`config.mk`:
```
export PLATFORM = sky130hd
export DESIGN_NAME = dmem_req_ctrl
export DESIGN_NICKNAME = d
export VERILOG_FILES = /design/src/rtl/cpu_types_pkg.sv /design/src/rtl/llsc_link.sv /design/src/rtl/dmem_req_ctrl.sv
export SDC_FILE = /design/constraint.sdc
export NUM_CORES = 1
export LEC_CHECK = 0
export CELL_PAD_IN_SITES_DETAIL_PLACEMENT = 0
export CELL_PAD_IN_SITES_GLOBAL_PLACEMENT = 2
export CORE_ASPECT_RATIO = 1.1
export CORE_MARGIN = 5
export CORE_UTILIZATION = 22
export DETAILED_ROUTE_END_ITERATION = 6
export PLACE_DENSITY_LB_ADDON = 0.1
export SLEW_MARGIN = 15
export SYNTH_ARGS = -nofsm -noshare
export SYNTH_HDL_FRONTEND = slang
export SYNTH_HIERARCHICAL = 1
export SYNTH_SLANG_ARGS = --single-unit
```
`constraint.sdc`:
```
create_clock -name CLK -period 2.2 [get_ports CLK]
set_input_delay 0.44 -clock CLK [delete_from_list [all_inputs] [get_ports CLK]]
set_output_delay 0.44 -clock CLK [all_outputs]
set_load 0.02 [all_outputs]
```
`src/rtl/cpu_types_pkg.sv`:
```
// Shared CPU types: machine word and the data-port request state machine encoding.
package cpu_types_pkg;

  localparam int WORD_W = 32;

  typedef logic [WORD_W-1:0] word_t;

  typedef enum logic [1:0] {
    IDLE,
    REQ,
    DONE
  } dmem_state_t;

endpackage

```
`src/rtl/llsc_link.sv`:
```
// Load-linked reservation: one {valid, addr} link plus the store-conditional match check.
module llsc_link
  import cpu_types_pkg::*;
(
  input  logic              CLK,
  input  logic              nRST,
  input  logic              set_i,
  input  logic [WORD_W-1:0] set_addr_i,
  input  logic              store_done_i,
  input  logic [WORD_W-1:0] store_addr_i,
  input  logic              snoop_inv_i,
  input  logic [WORD_W-1:0] snoop_addr_i,
  input  logic [WORD_W-1:0] chk_addr_i,
  output logic              match_o
);

  logic  valid_q;
  word_t addr_q;

  // A new reservation outranks any invalidation arriving in the same cycle.
  always_ff @(posedge CLK or negedge nRST) begin
    if (!nRST) begin
      valid_q <= 1'b0;
      addr_q  <= '0;
    end else if (set_i) begin
      valid_q <= 1'b1;
      addr_q  <= set_addr_i;
    end else if ((snoop_inv_i && (snoop_addr_i == addr_q)) ||
                 (store_done_i && (store_addr_i == addr_q))) begin
      valid_q <= 1'b0;
    end
  end

  assign match_o = valid_q && (addr_q == chk_addr_i);

endmodule

```
`src/rtl/dmem_req_ctrl.sv`:
```
// MEM-stage data-port initiator: issues one dcache access, stalls until dhit, holds the result.
// Define DMEM_LLSC_EN to add load-linked / store-conditional support via llsc_link.
module dmem_req_ctrl
  import cpu_types_pkg::*;
#(
  parameter int WAIT_W = 8
) (
  input  logic              CLK,
  input  logic              nRST,
  input  logic              ihit,
  input  logic              dhit,
  input  logic              flush,
  input  logic              memRead_in,
  input  logic              memWrite_in,
  input  logic [WORD_W-1:0] addr_in,
  input  logic [WORD_W-1:0] store_in,
  input  logic              ll_in,
  input  logic              sc_in,
  input  logic              snoop_inv,
  input  logic [WORD_W-1:0] snoop_addr,
  output logic              dmemREN,
  output logic              dmemWEN,
  output logic [WORD_W-1:0] dmemaddr,
  output logic [WORD_W-1:0] dmemstore,
  input  logic [WORD_W-1:0] dmemload_in,
  output logic [WORD_W-1:0] dmemload_out,
  output logic              mem_stall,
  output logic              mem_done,
  output logic [WAIT_W-1:0] wait_cnt
);

  dmem_state_t       state_q;
  word_t             addr_q, store_q, load_q;
  logic              rd_q, ren_q, wen_q, done_q, flushed_q;
  logic [WAIT_W-1:0] cnt_q, cnt_d;

  logic  start;
  logic  discard;
  logic  sc_fail;
  logic  hit_writes_result;
  word_t hit_result;

  assign start   = (state_q == IDLE) && (memRead_in || memWrite_in) && !flush;
  assign discard = flush || flushed_q;
  assign cnt_d   = (cnt_q == '1) ? cnt_q : cnt_q + {{(WAIT_W-1){1'b0}}, 1'b1};

`ifdef DMEM_LLSC_EN
  logic ll_q, sc_q, link_match;

  // A failing sc is resolved at issue time and never reaches the bus.
  assign sc_fail           = start && memWrite_in && !memRead_in && sc_in && !link_match;
  assign hit_writes_result = rd_q || sc_q;
  assign hit_result        = sc_q ? word_t'(1) : dmemload_in;

  llsc_link u_link (
    .CLK          (CLK),
    .nRST         (nRST),
    .set_i        ((state_q == REQ) && dhit && !discard && ll_q),
    .set_addr_i   (addr_q),
    .store_done_i ((state_q == REQ) && dhit && wen_q),
    .store_addr_i (addr_q),
    .snoop_inv_i  (snoop_inv),
    .snoop_addr_i (snoop_addr),
    .chk_addr_i   (addr_in),
    .match_o      (link_match)
  );
`else
  logic unused_llsc;

  assign sc_fail           = 1'b0;
  assign hit_writes_result = rd_q;
  assign hit_result        = dmemload_in;
  assign unused_llsc       = ^{ll_in, sc_in, snoop_inv, snoop_addr};
`endif

  // NOTE: every register here uses <= so all updates see the pre-edge values, with no ordering hazards.
  always_ff @(posedge CLK or negedge nRST) begin
    if (!nRST) begin
      state_q   <= IDLE;
      addr_q    <= '0;
      store_q   <= '0;
      load_q    <= '0;
      rd_q      <= 1'b0;
      ren_q     <= 1'b0;
      wen_q     <= 1'b0;
      done_q    <= 1'b0;
      flushed_q <= 1'b0;
      cnt_q     <= '0;
`ifdef DMEM_LLSC_EN
      ll_q      <= 1'b0;
      sc_q      <= 1'b0;
`endif
    end else begin
      done_q <= 1'b0;
      case (state_q)
        IDLE: begin
          if (start) begin
            addr_q    <= addr_in;
            store_q   <= store_in;
            rd_q      <= memRead_in;
            cnt_q     <= '0;
            flushed_q <= 1'b0;
`ifdef DMEM_LLSC_EN
            ll_q      <= memRead_in && ll_in;
            sc_q      <= memWrite_in && !memRead_in && sc_in;
`endif
            if (sc_fail) begin
              load_q  <= '0;
              done_q  <= 1'b1;
              state_q <= DONE;
            end else begin
              // Read wins if both strobes arrive, so REN and WEN stay exclusive.
              ren_q   <= memRead_in;
              wen_q   <= memWrite_in && !memRead_in;
              state_q <= REQ;
            end
          end
        end
        REQ: begin
          cnt_q <= cnt_d;
          if (flush) flushed_q <= 1'b1;
          if (dhit) begin
            ren_q <= 1'b0;
            wen_q <= 1'b0;
            if (discard) begin
              state_q <= IDLE;
            end else begin
              if (hit_writes_result) load_q <= hit_result;
              done_q  <= 1'b1;
              state_q <= DONE;
            end
          end
        end
        DONE: begin
          if (ihit) state_q <= IDLE;
        end
        default: state_q <= IDLE;
      endcase
    end
  end

  assign dmemREN      = ren_q;
  assign dmemWEN      = wen_q;
  assign dmemaddr     = addr_q;
  assign dmemstore    = store_q;
  assign dmemload_out = load_q;
  assign mem_done     = done_q;
  assign wait_cnt     = cnt_q;
  assign mem_stall    = start || (state_q == REQ);

endmodule
```
# [Yosys cells after proc, flatten, opt, wreduce, memory -nomap -nowiden]
# Cells that the tools add are included.
[totals] register_bits=111 word_cells=55 input_bits=138 out_inout_bits=108
[op_classes] bitwise=1 n_addsub=1 muxes=19 n_reduce_logical=16 n_eq_ne=8
[op_table] op="$mux 8" n=2
[op_table] op="$pmux 8 s2" n=1
[op_table] op="$reduce_and 3->1" n=4
[op_table] op="$ne 2x2->1 const B" n=5
[op_table] op="$add 8x1->8 const B" n=1
[op_table] op="$eq 8x8->1 const B" n=1
[op_table] op="$mux 1" n=8
[op_table] op="$mux 2" n=4
[op_table] op="$pmux 1 s2" n=3
[op_table] op="$pmux 2 s3" n=1
[op_table] op="$reduce_and 4->1" n=1
[op_table] op="$logic_and 1x1->1" n=3
[op_table] op="$logic_or 1x1->1" n=3
[op_table] op="$eq 2x1->1 const B" n=1
[op_table] op="$eq 2x2->1 const B" n=1
[op_table] op="$logic_not 1->1" n=2
[op_table] op="$logic_not 2->1" n=1
[op_table] op="$reduce_and 2->1" n=1
[op_table] op="$reduce_bool 2->1" n=1
[op_table] op="$not 1->1" n=1

# [Longest topological paths before layout]
# Gate-level depths: netlist of the first run.
[depth] word_depth=5 mapped_depth=7 ltp_nobuf=5

# [Worst setup path before layout of the first run]
# No wires, ideal clock.
[synth_path] path_type="register to output" start="register state_q[0]" end="output mem_stall" required_ps=1760 setup_slack_ps=430 stages_incl_launch_ff=5 t_arrival_ps=1330 path_buffers=1 cell_sequence="dfrtp_1 nor3_2 o21ai_1 clkbuf_1 nand2_1"
[synth_between] elab_chain_cells=4 word_cells_on_any_way=5
[synth_lines] item="start, declared" line_no="dmem_req_ctrl.sv:32" rtl="dmem_state_t state_q;"
[synth_lines] item="start signal, assigned" line_no="dmem_req_ctrl.sv:79" rtl="state_q <= IDLE;"
[synth_lines] item="start signal, assigned" line_no="dmem_req_ctrl.sv:110" rtl="state_q <= DONE;"
[synth_lines] item="start signal, assigned" line_no="dmem_req_ctrl.sv:115" rtl="state_q <= REQ;"
[synth_lines] item="$logic_not 2->1" line_no="dmem_req_ctrl.sv:43" rtl="assign start = (state_q == IDLE) && (memRead_in || memWrite_in) && !flush;"
[synth_lines] item="$logic_and 1x1->1 (2 in a row)" line_no="dmem_req_ctrl.sv:43"
[synth_lines] item="$logic_or 1x1->1 *" line_no="dmem_req_ctrl.sv:149" rtl="assign mem_stall = start || (state_q == REQ);"
[synth_lines] item="end, declared" line_no="dmem_req_ctrl.sv:27" rtl="output logic mem_stall,"
# Every way passes the cells marked *; elsewhere a longest branch is shown, timed or not.

# [Worst setup path after layout of the first run]
[layout_path] start="input flush" end="output mem_stall"
[layout_between] elab_chain_cells=3
[layout_lines] item="start, declared" line_no="dmem_req_ctrl.sv:12" rtl="input logic flush,"
[layout_lines] item="$logic_not 1->1" line_no="dmem_req_ctrl.sv:43"
[layout_lines] item="$logic_and 1x1->1" line_no="dmem_req_ctrl.sv:43"
[layout_lines] item="$logic_or 1x1->1" line_no="dmem_req_ctrl.sv:149"
# Every way passes these cells.

==> run_results.csv, run 1 <==
group,metric,value,unit
cts,cts_root_buf,"clkbuf_16",
final_layout,stdcell_count,887,
outcome,status,"completed",
setup_path,required,1760,ps
setup_path,crit_type,"input pin to output pin",
cts,clk_pin_slew,80,ps
power,p_per_area,1260,nW/um2
final_layout,antenna_cells,0,
placed_design,placed_area,6930,um2
placed_design,place.gp.congestion,0.708,
yosys,synth-main-ff-cell,"dfrtp_1",
detailed_routing,wl,13.8,mm
power,pwr-share-comb,0.451,
grt,grt-ovfl-total,0,
die,dieWidth,146,um
timing,worst_pin_slew,807,ps
placed_design,dp_hpwl,9.67,mm
setup_path,reg2reg_slack,430,ps
power,ir_worst_vdd,567,uV
detailed_routing,dr.pass1.iters,4,
timing,finalCriticalPeriod,2110,ps
die,die-area,23200,um2
yosys,async_flop_share,1.00,
final_layout,stdcell_area,7240,um2
final_layout,final_nets,769,
grt,grt_first_pass_wirelength,21.6,mm
setup_path,end_kind,"output pin",
final_layout,final_common_cell,"clkdlybuf4s50_1",
yosys,yosys.cell_types.count,33,
cts,numCtsBuffers,9,
die,start_util,0.224,
final_layout,syn2layout_area_growth,62.4,%
setup_path,cp_slowest_cell,"clkdlybuf4s50_1",
detailed_routing,vias,3631,
detailed_routing,viasPerCell,4.09,
cts,clock_sinks,111,
die,design.core.area,19900,um2
timing,finalMaxSlewViolations,0,
yosys,synth_top_area_frac,0.623,
placed_design,dpl.cell_count,871,
timing,relSlewSlack,0.462,
placed_design,dp_slack,-188,ps
yosys,synth.net_count,555,
detailed_routing,avgRoutedWirePerCell,15.6,um
grt,grt_pass1_vias,3788,
yosys,avgSynthCellArea,10.7,um2
cts,cts_tree,"done",
timing,rsz0062_at_grt,"no",
yosys,synthTopCellsByArea,"dfrtp_1 (62%), nand2_1 (17%), mux2_4 (10%)",
power,seq_power_share,0.358,
power,p_clk_frac,0.191,
final_layout,num-fill-cells,2010,
detailed_routing,final_antenna_net_count,0,
min_path,hp-class,"input pin to async pin",
cts,cts_hold_buf,0,
timing,tns,0,ps
job,max_cap_viol_count,0,
yosys,yosys_warnings,6,
timing,hold_viol_final,0,
yosys,synth_edf_count,0,
power,p_int,5860,uW
setup_path,critPathLaunchType,"input pin",
grt,grt_max_degree,70,
timing,fin_ws,89.8,ps
placed_design,port_buffers,210,
setup_path,cpPeakStageDelay,450,ps
setup_path,path_cells,"clkdlybuf4s50_1 -> nor3_2 -> o21ai_4 -> nand2_1 -> dlygate4sd2_1",
yosys,syn-cell-area,4460,um2
detailed_routing,first_iter_violations,97,
power,switching_share,0.359,
timing,whs,19.8,ps
timing,fin_worst_skew,11.5,ps
cts,clkLatencyLatePin,350,ps
power,leakagePower,0.00344,uW
yosys,yosysTopAreaCell,"dfrtp_1",
setup_path,critPathMaxFanout,2,
die,ios,246,
final_layout,final_cell_mix,"clkdlybuf4s50_1 (208), nand2_1 (199), dfrtp_1 (111), mux2_4 (30), buf_4 (10)",
timing,setup_violations,0,
yosys,syn-instance-count,416,
cts,cts_buffer_depth,2,
yosys,ys_seq_area_frac,0.623,
detailed_routing,drc_errors,0,
grt,grtUsageTotal,0.116,
cts,cts_htree_levels,3,
timing,clock.fmax,474,MHz
yosys,synth-seq-cells,111,
timing,post-route-period-util,0.959,
grt,grt_antenna_before_repair,0,
final_layout,drive_above_1_share,0.102,
die,row_count,54,
die,die_h,159,um
power,p_sw,3290,uW
setup_path,crit_arrival,1670,ps
## stage by stage
step / utilization / total power (uW)
2_1_floorplan: - / 5320
3_3_place_gp: 0.349 / 7480
3_5_place_dp: 0.349 / 7500
4_1_cts: 0.365 / 9350
5_1_grt: 0.365 / 9700
6_report: 0.365 / 9150
## cells in the mapped netlist (2+ instances only)
cell        n
a21o_1      3
a21oi_1     6
a22o_1      4
a31oi_1     2
and3_1      4
buf_2       3
buf_6       3
clkbuf_1   13
dfrtp_1   111
mux2_1      2
mux2_4     30
nand2_1   199
nand3_1     4
nor2_1      5
nor3b_1     2
o21ai_0     3
o21ai_1     3
o22ai_1     4
## final cells by class
class	count	area, um2	area share
Timing Repair Buffer	223	2250	0.310
Tap cell	252	315	0.0435
Clock inverter	6	76.3	0.0105
Sequential cell	111	2780	0.384
Multi-Input combinational cell	284	1580	0.219
Inverter	1	3.75	0.000518
Clock buffer	10	239	0.0330
## cells by family after synthesis
logic type | after synthesis | synth area share
compound gates | 27 | 0.0382
mux | 33 | 0.108
flops | 111 | 0.623
fa+ha+maj | 1 | 0.00281
simple gates | 223 | 0.203
buf+inv | 21 | 0.0244
## repair_timing
| item | CTS | global route |
|---|---|---|
| hold endpoints to repair | 0 | 0 |
| setup buffers | 0 | 0 |
| resized for setup | 1 | 0 |
| endpoints found under the setup margin | 1 | 0 |
## critical path, delay by kind of cell
family / cells / cell delay (ps)
buffers and inverters: 2 / 830
AND/OR/NAND/NOR: 2 / 300
AO/OA/AOI/OAI: 1 / 90
## state kept, by name, summed over array words and instances, names as in the netlist
name,flops
wait_cnt,8
state_q,2
dmemload_out,32
flushed_q,1
dmemstore,32
hit_writes_result,1
dmemaddr,32
mem_done,1
dmemWEN,1
dmemREN,1
## layer usage
metal | share of wire | global-route usage | up-vias
met4 | 0.013 | 0.0407 | 0
met1 | 0.46 | 0.160 | 1695
met3 | 0.11 | 0.0470 | 11
met2 | 0.42 | 0.164 | 160
met5 | 0 | 0 | -
li1 | - | - | 1765
## worst paths after layout
kind / startpoint / to / cells past startpoint
setup / recovery: flush / mem_stall / 5
hold / removal: nRST / dmemload_out[20] / 1
setup reg to reg: state_q[1] / dmemload_out[0] / 5
hold reg to reg: dmemaddr[31] / dmemaddr[31] / 2
max in group asynchronous: nRST / dmemstore[3] / 2
min in group CLK: dmemaddr[31] / dmemaddr[31] / 2
## power groups by stage
stage	logic [uW]	registers (uW)	clock network [uW]
2_1_floorplan	1090	4230	0
3_3_place_gp	4190	3280	0
3_5_place_dp	4200	3310	0
4_1_cts	4210	3290	1850
5_1_grt	4420	3370	1910
6_report	4130	3270	1750
Power figures use the tool's default switching activity.
==> inputs of run 2 (changes only) <==
Settings changed: PLACE_DENSITY set to 0.84, PLACE_DENSITY_LB_ADDON 0.1 to not set, SLEW_MARGIN 15 to 30.
==> run_results.csv, run 2 (synthesized netlist as in run 1, its figures left out) <==
group,metric,value,unit
detailed_routing,dr.pass1.iters,4,
min_path,hold_depth,2,
die,design.core.area,19900,um2
die,die_h,159,um
final_layout,antenna_cells,0,
setup_path,r2r_end,"dmemload_out[31]",
setup_path,crit_arrival,1660,ps
outcome,status,"completed",
final_layout,regArea,2780,um2
die,ios,246,
cts,numCtsBuffers,9,
setup_path,critPathLaunchType,"input pin",
cts,cts_setup_buffers,0,
grt,grt-ovfl-total,0,
setup_path,end_kind,"output pin",
grt,grt_max_degree,70,
timing,setup_violations,0,
cts,clkLatencyLatePin,350,ps
min_path,hp-class,"register to register",
final_layout,drive_above_1_share,0.101,
grt,grt_antenna_before_repair,0,
min_path,min-delay-start,"dmemstore[26]",
detailed_routing,viasPerCell,4.14,
final_layout,final_common_cell,"clkdlybuf4s50_1",
final_layout,syn2layout_area_growth,62.5,%
grt,grt_pass1_vias,3922,
timing,post-route-period-util,0.953,
detailed_routing,vias,3671,
cts,cts_tree,"done",
power,ir_worst_vdd,590,uV
timing,relSlewSlack,0.494,
die,row_count,54,
cts,clock_sinks,111,
timing,finalCriticalPeriod,2100,ps
final_layout,multi_input_area,1580,um2
final_layout,postLayoutCoreUtil,0.365,
die,start_util,0.224,
placed_design,dp_hpwl,9.65,mm
timing,fin_ws,103,ps
detailed_routing,final_antenna_net_count,0,
placed_design,port_buffers,210,
final_layout,final_cell_mix,"clkdlybuf4s50_1 (208), nand2_1 (199), dfrtp_1 (111), mux2_4 (30)",
final_layout,final_nets,769,
setup_path,reg2reg_slack,320,ps
die,dieWidth,146,um
cts,cts_root_buf,"clkbuf_16",
detailed_routing,drc_errors,0,
grt,grtUsageTotal,0.112,
setup_path,r2r_cells,5,
timing,worst_pin_slew,759,ps
setup_path,critPathMaxFanout,3,
power,p_per_area,1270,nW/um2
cts,cts_htree_levels,3,
placed_design,place.gp.congestion,0.762,
placed_design,dpl.cell_count,870,
final_layout,stdcell_count,887,
power,leakagePower,0.00345,uW
power,power,9160,uW
timing,fin_worst_skew,11.1,ps
setup_path,crit_type,"input pin to output pin",
setup_path,required,1760,ps
detailed_routing,first_iter_violations,130,
final_layout,num-fill-cells,1952,
detailed_routing,avgRoutedWirePerCell,14.8,um
min_path,hold_end,"dmemstore[26]",
timing,hold_viol_final,0,
grt,grt_first_pass_wirelength,21.3,mm
job,max_cap_viol_count,0,
cts,cts_buffer_depth,2,
cts,clk_pin_slew,80,ps
timing,rsz0062_at_grt,"no",
placed_design,dp_slack,-221,ps
detailed_routing,wl,13.2,mm
timing,clock.fmax,477,MHz
die,die-area,23200,um2
timing,finalMaxSlewViolations,0,
setup_path,timing.rr.start,"state_q[1]",
## run 2: cell count changes in the layout (fill, tap and decap cells not counted), sizes merged
| cell | change |
|---|---|
| clkinv | +3 |
| clkinvlp | -2 |
| buf | -1 |
| clkbuf | -1 |
| clkdlybuf4s15 | +1 |
| dlygate4sd2 | -1 |
| dlygate4sd3 | +1 |
## run 2: power by group
part	total, uW	internal, uW	switching (uW)
Sequential	3300	2820	481
Combinational	4130	2120	2020
Clock	1730	911	818
Total	9160	5850	3320
## run 2: timing repair
action,4_1_cts,5_1_grt
hold buffers,1,0
setup endpoints to repair,1,1
hold endpoints to repair,18,0
gates resized for setup,1,1
## run 2: final cells by class
class                           instances  area share
Sequential cell                       111       0.383
Timing Repair Buffer                  223       0.311
Multi-Input combinational cell        284       0.219
Tap cell                              252      0.0435
Clock buffer                            9      0.0311
Clock inverter                          7      0.0121
Inverter                                1    0.000518
## run 2: worst max-delay path by stage
stage | from | endpoint | slack [ps] | depth (start not counted)
floorplan | state_q[0] | mem_stall | 430 | 4
global placement | flush | wait_cnt[4] | -230 | 7
detailed placement | flush | wait_cnt[4] | -220 | 7
CTS | flush | mem_stall | 60 | 6
global route | flush | mem_stall | 20 | 6
finish | flush | mem_stall | 100 | 6
## run 2: stage by stage
stage | setup TNS (ps) | hold slack, ps | instance area (um2)
2_1_floorplan | 0 | 144 | 4460
3_3_place_gp | -797 | 337 | 6920
3_5_place_dp | -1200 | 344 | 6920
4_1_cts | 0 | 481 | 7240
5_1_grt | 0 | 504 | 7240
6_report | 0 | 474 | 7240
## run 2: worst max-delay path, cell delays in order
cell and delay [ps]:
clkdlybuf4s50_1 490, nor3_2 140, buf_4 150, o21ai_4 50, nand2_1 60, clkdlybuf4s15_1 330
## run 2: layer usage
| metal | share of wire | global-route usage | wire length [um] | vias to the layer above |
|---|---|---|---|---|
| met1 | 0.44 | 0.139 | 5770 | 1742 |
| met4 | 0.012 | 0.0293 | 162 | 0 |
| met5 | 0 | 0 | 0 | - |
| met3 | 0.11 | 0.0584 | 1470 | 12 |
| li1 | - | - | - | 1758 |
| met2 | 0.44 | 0.173 | 5770 | 159 |
==> inputs of run 3 (changes only) <==
Settings changed: PLACE_DENSITY 0.84 to not set, PLACE_DENSITY_LB_ADDON set to 0.08.
==> run_results.csv, run 3 (synthesized netlist as in run 1, its figures left out) <==
group,metric,value,unit
outcome,status,"completed",
grt,grtUsageTotal,0.117,
timing,relSlewSlack,0.474,
timing,worst_pin_slew,789,ps
power,power,9070,uW
setup_path,r2r_end,"dmemload_out[31]",
setup_path,crit_type,"input pin to output pin",
final_layout,drive_above_1_share,0.101,
timing,finalCriticalPeriod,2020,ps
cts,cts_htree_levels,3,
timing,post-route-period-util,0.919,
placed_design,dpl.cell_count,872,
placed_design,dp_hpwl,9.72,mm
power,p_per_area,1250,nW/um2
power,leakagePower,0.00344,uW
timing,clock.fmax,494,MHz
die,row_count,54,
detailed_routing,avgRoutedWirePerCell,15.4,um
die,design.core.area,19900,um2
cts,clkLatencyLatePin,360,ps
setup_path,end_kind,"output pin",
final_layout,stdcell_count,887,
placed_design,place.gp.congestion,0.696,
power,p_sw,3250,uW
cts,clock_sinks,111,
detailed_routing,wl,13.7,mm
die,die_h,159,um
die,dieWidth,146,um
power,p_clk_frac,0.183,
power,switching_share,0.358,
timing,setup_violations,0,
timing,fin_worst_skew,12.0,ps
detailed_routing,final_antenna_net_count,0,
setup_path,critPathMaxFanout,2,
timing,rsz0062_at_grt,"no",
placed_design,port_buffers,210,
die,ios,246,
setup_path,reg2reg_slack,450,ps
grt,grt_first_pass_wirelength,21.9,mm
job,max_cap_viol_count,0,
detailed_routing,viasPerCell,4.08,
timing,whs,76.1,ps
timing,hold_viol_final,0,
final_layout,syn2layout_area_growth,62.3,%
grt,grt_antenna_before_repair,0,
timing,finalMaxSlewViolations,0,
setup_path,timing.rr.start,"state_q[1]",
setup_path,crit_arrival,1580,ps
grt,grt_max_degree,70,
power,seq_power_share,0.362,
grt,grt-ovfl-total,0,
cts,cts_hold_buf,0,
grt,grt_pass1_vias,3859,
cts,cts_tree,"done",
setup_path,required,1760,ps
die,start_util,0.224,
final_layout,final_common_cell,"clkdlybuf4s50_1",
die,die-area,23200,um2
cts,cts_buffer_depth,2,
setup_path,critPathLaunchType,"input pin",
detailed_routing,vias,3619,
final_layout,antenna_cells,0,
detailed_routing,drc_errors,0,
power,pwr-share-comb,0.456,
setup_path,r2r_cells,5,
cts,numCtsBuffers,9,
power,ir_worst_vdd,530,uV
final_layout,final_cell_mix,"clkdlybuf4s50_1 (208), nand2_1 (199), dfrtp_1 (111), mux2_4 (30), buf_4 (10)",
cts,clk_pin_slew,70,ps
min_path,hp-class,"input pin to async pin",
power,p_int,5820,uW
detailed_routing,first_iter_violations,143,
final_layout,final_nets,770,
cts,cts_root_buf,"clkbuf_16",
detailed_routing,dr.pass1.iters,5,
run 3: cell count changes in the layout (fill, tap and decap cells not counted), sizes merged:
cell / previous run / this run
clkbuf: 9 / 10
clkdlybuf4s15: 1 / 0
clkinv: 3 / 1
buf: 13 / 15
clkinvlp: 0 / 2
dlygate4sd2: 0 / 1
dlygate4sd3: 1 / 0
inv: 4 / 2
run 3: power groups by stage:
stage / sequential, uW / combinational (uW) / clock (uW)
after global routing: 3390 / 4450 / 1820
final: 3280 / 4140 / 1660
after global placement: 3290 / 4210 / 0
after floorplan: 4230 / 1090 / 0
after CTS: 3300 / 4220 / 1740
after detailed placement: 3320 / 4210 / 0
run 3: cell type report:
| type | instances | area, um2 |
|---|---|---|
| Fill cell | 1998 | 12600 |
| Sequential cell | 111 | 2780 |
| Timing Repair Buffer | 224 | 2270 |
| Multi-Input combinational cell | 284 | 1580 |
| Tap cell | 252 | 315 |
| Clock buffer | 10 | 229 |
| Clock inverter | 5 | 58.8 |
| Inverter | 1 | 3.75 |
run 3: worst max path at each step:
stage | start | cells after the start | to | slack (ps)
6_report | flush | 5 | mem_stall | 180
2_1_floorplan | state_q[0] | 4 | mem_stall | 430
3_5_place_dp | flush | 5 | mem_stall | -110
3_3_place_gp | flush | 5 | mem_stall | -120
5_1_grt | flush | 5 | mem_stall | 130
4_1_cts | flush | 5 | mem_stall | 160
run 3: metal layers:
layer	vias to the layer above	track usage	wire, um
li1	1766	-	-
met1	1696	0.152	6220
met2	146	0.177	5940
met3	11	0.0464	1330
met4	0	0.0394	180
met5	-	0	0
run 3: critical path: stages:
cell,delay [ps]
clkdlybuf4s50_1,430
nor3_2,230
o21ai_4,90
nand2_1,70
dlygate4sd2_1,330
run 3: what timing repair did:
item / 4_1_cts / 5_1_grt
gates resized for setup: 1 / 0
setup buffers: 0 / 0
endpoints found under the setup margin: 1 / 0
run 3: through the flow:
stage	utilization	instance area, um2	TNS (ps)	setup WS [ps]
2_1_floorplan	-	4460	0	430
3_3_place_gp	0.350	6950	-166	-121
3_5_place_dp	0.350	6950	-154	-109
4_1_cts	0.364	7230	0	164
5_1_grt	0.364	7230	0	129
6_report	0.364	7230	0	177
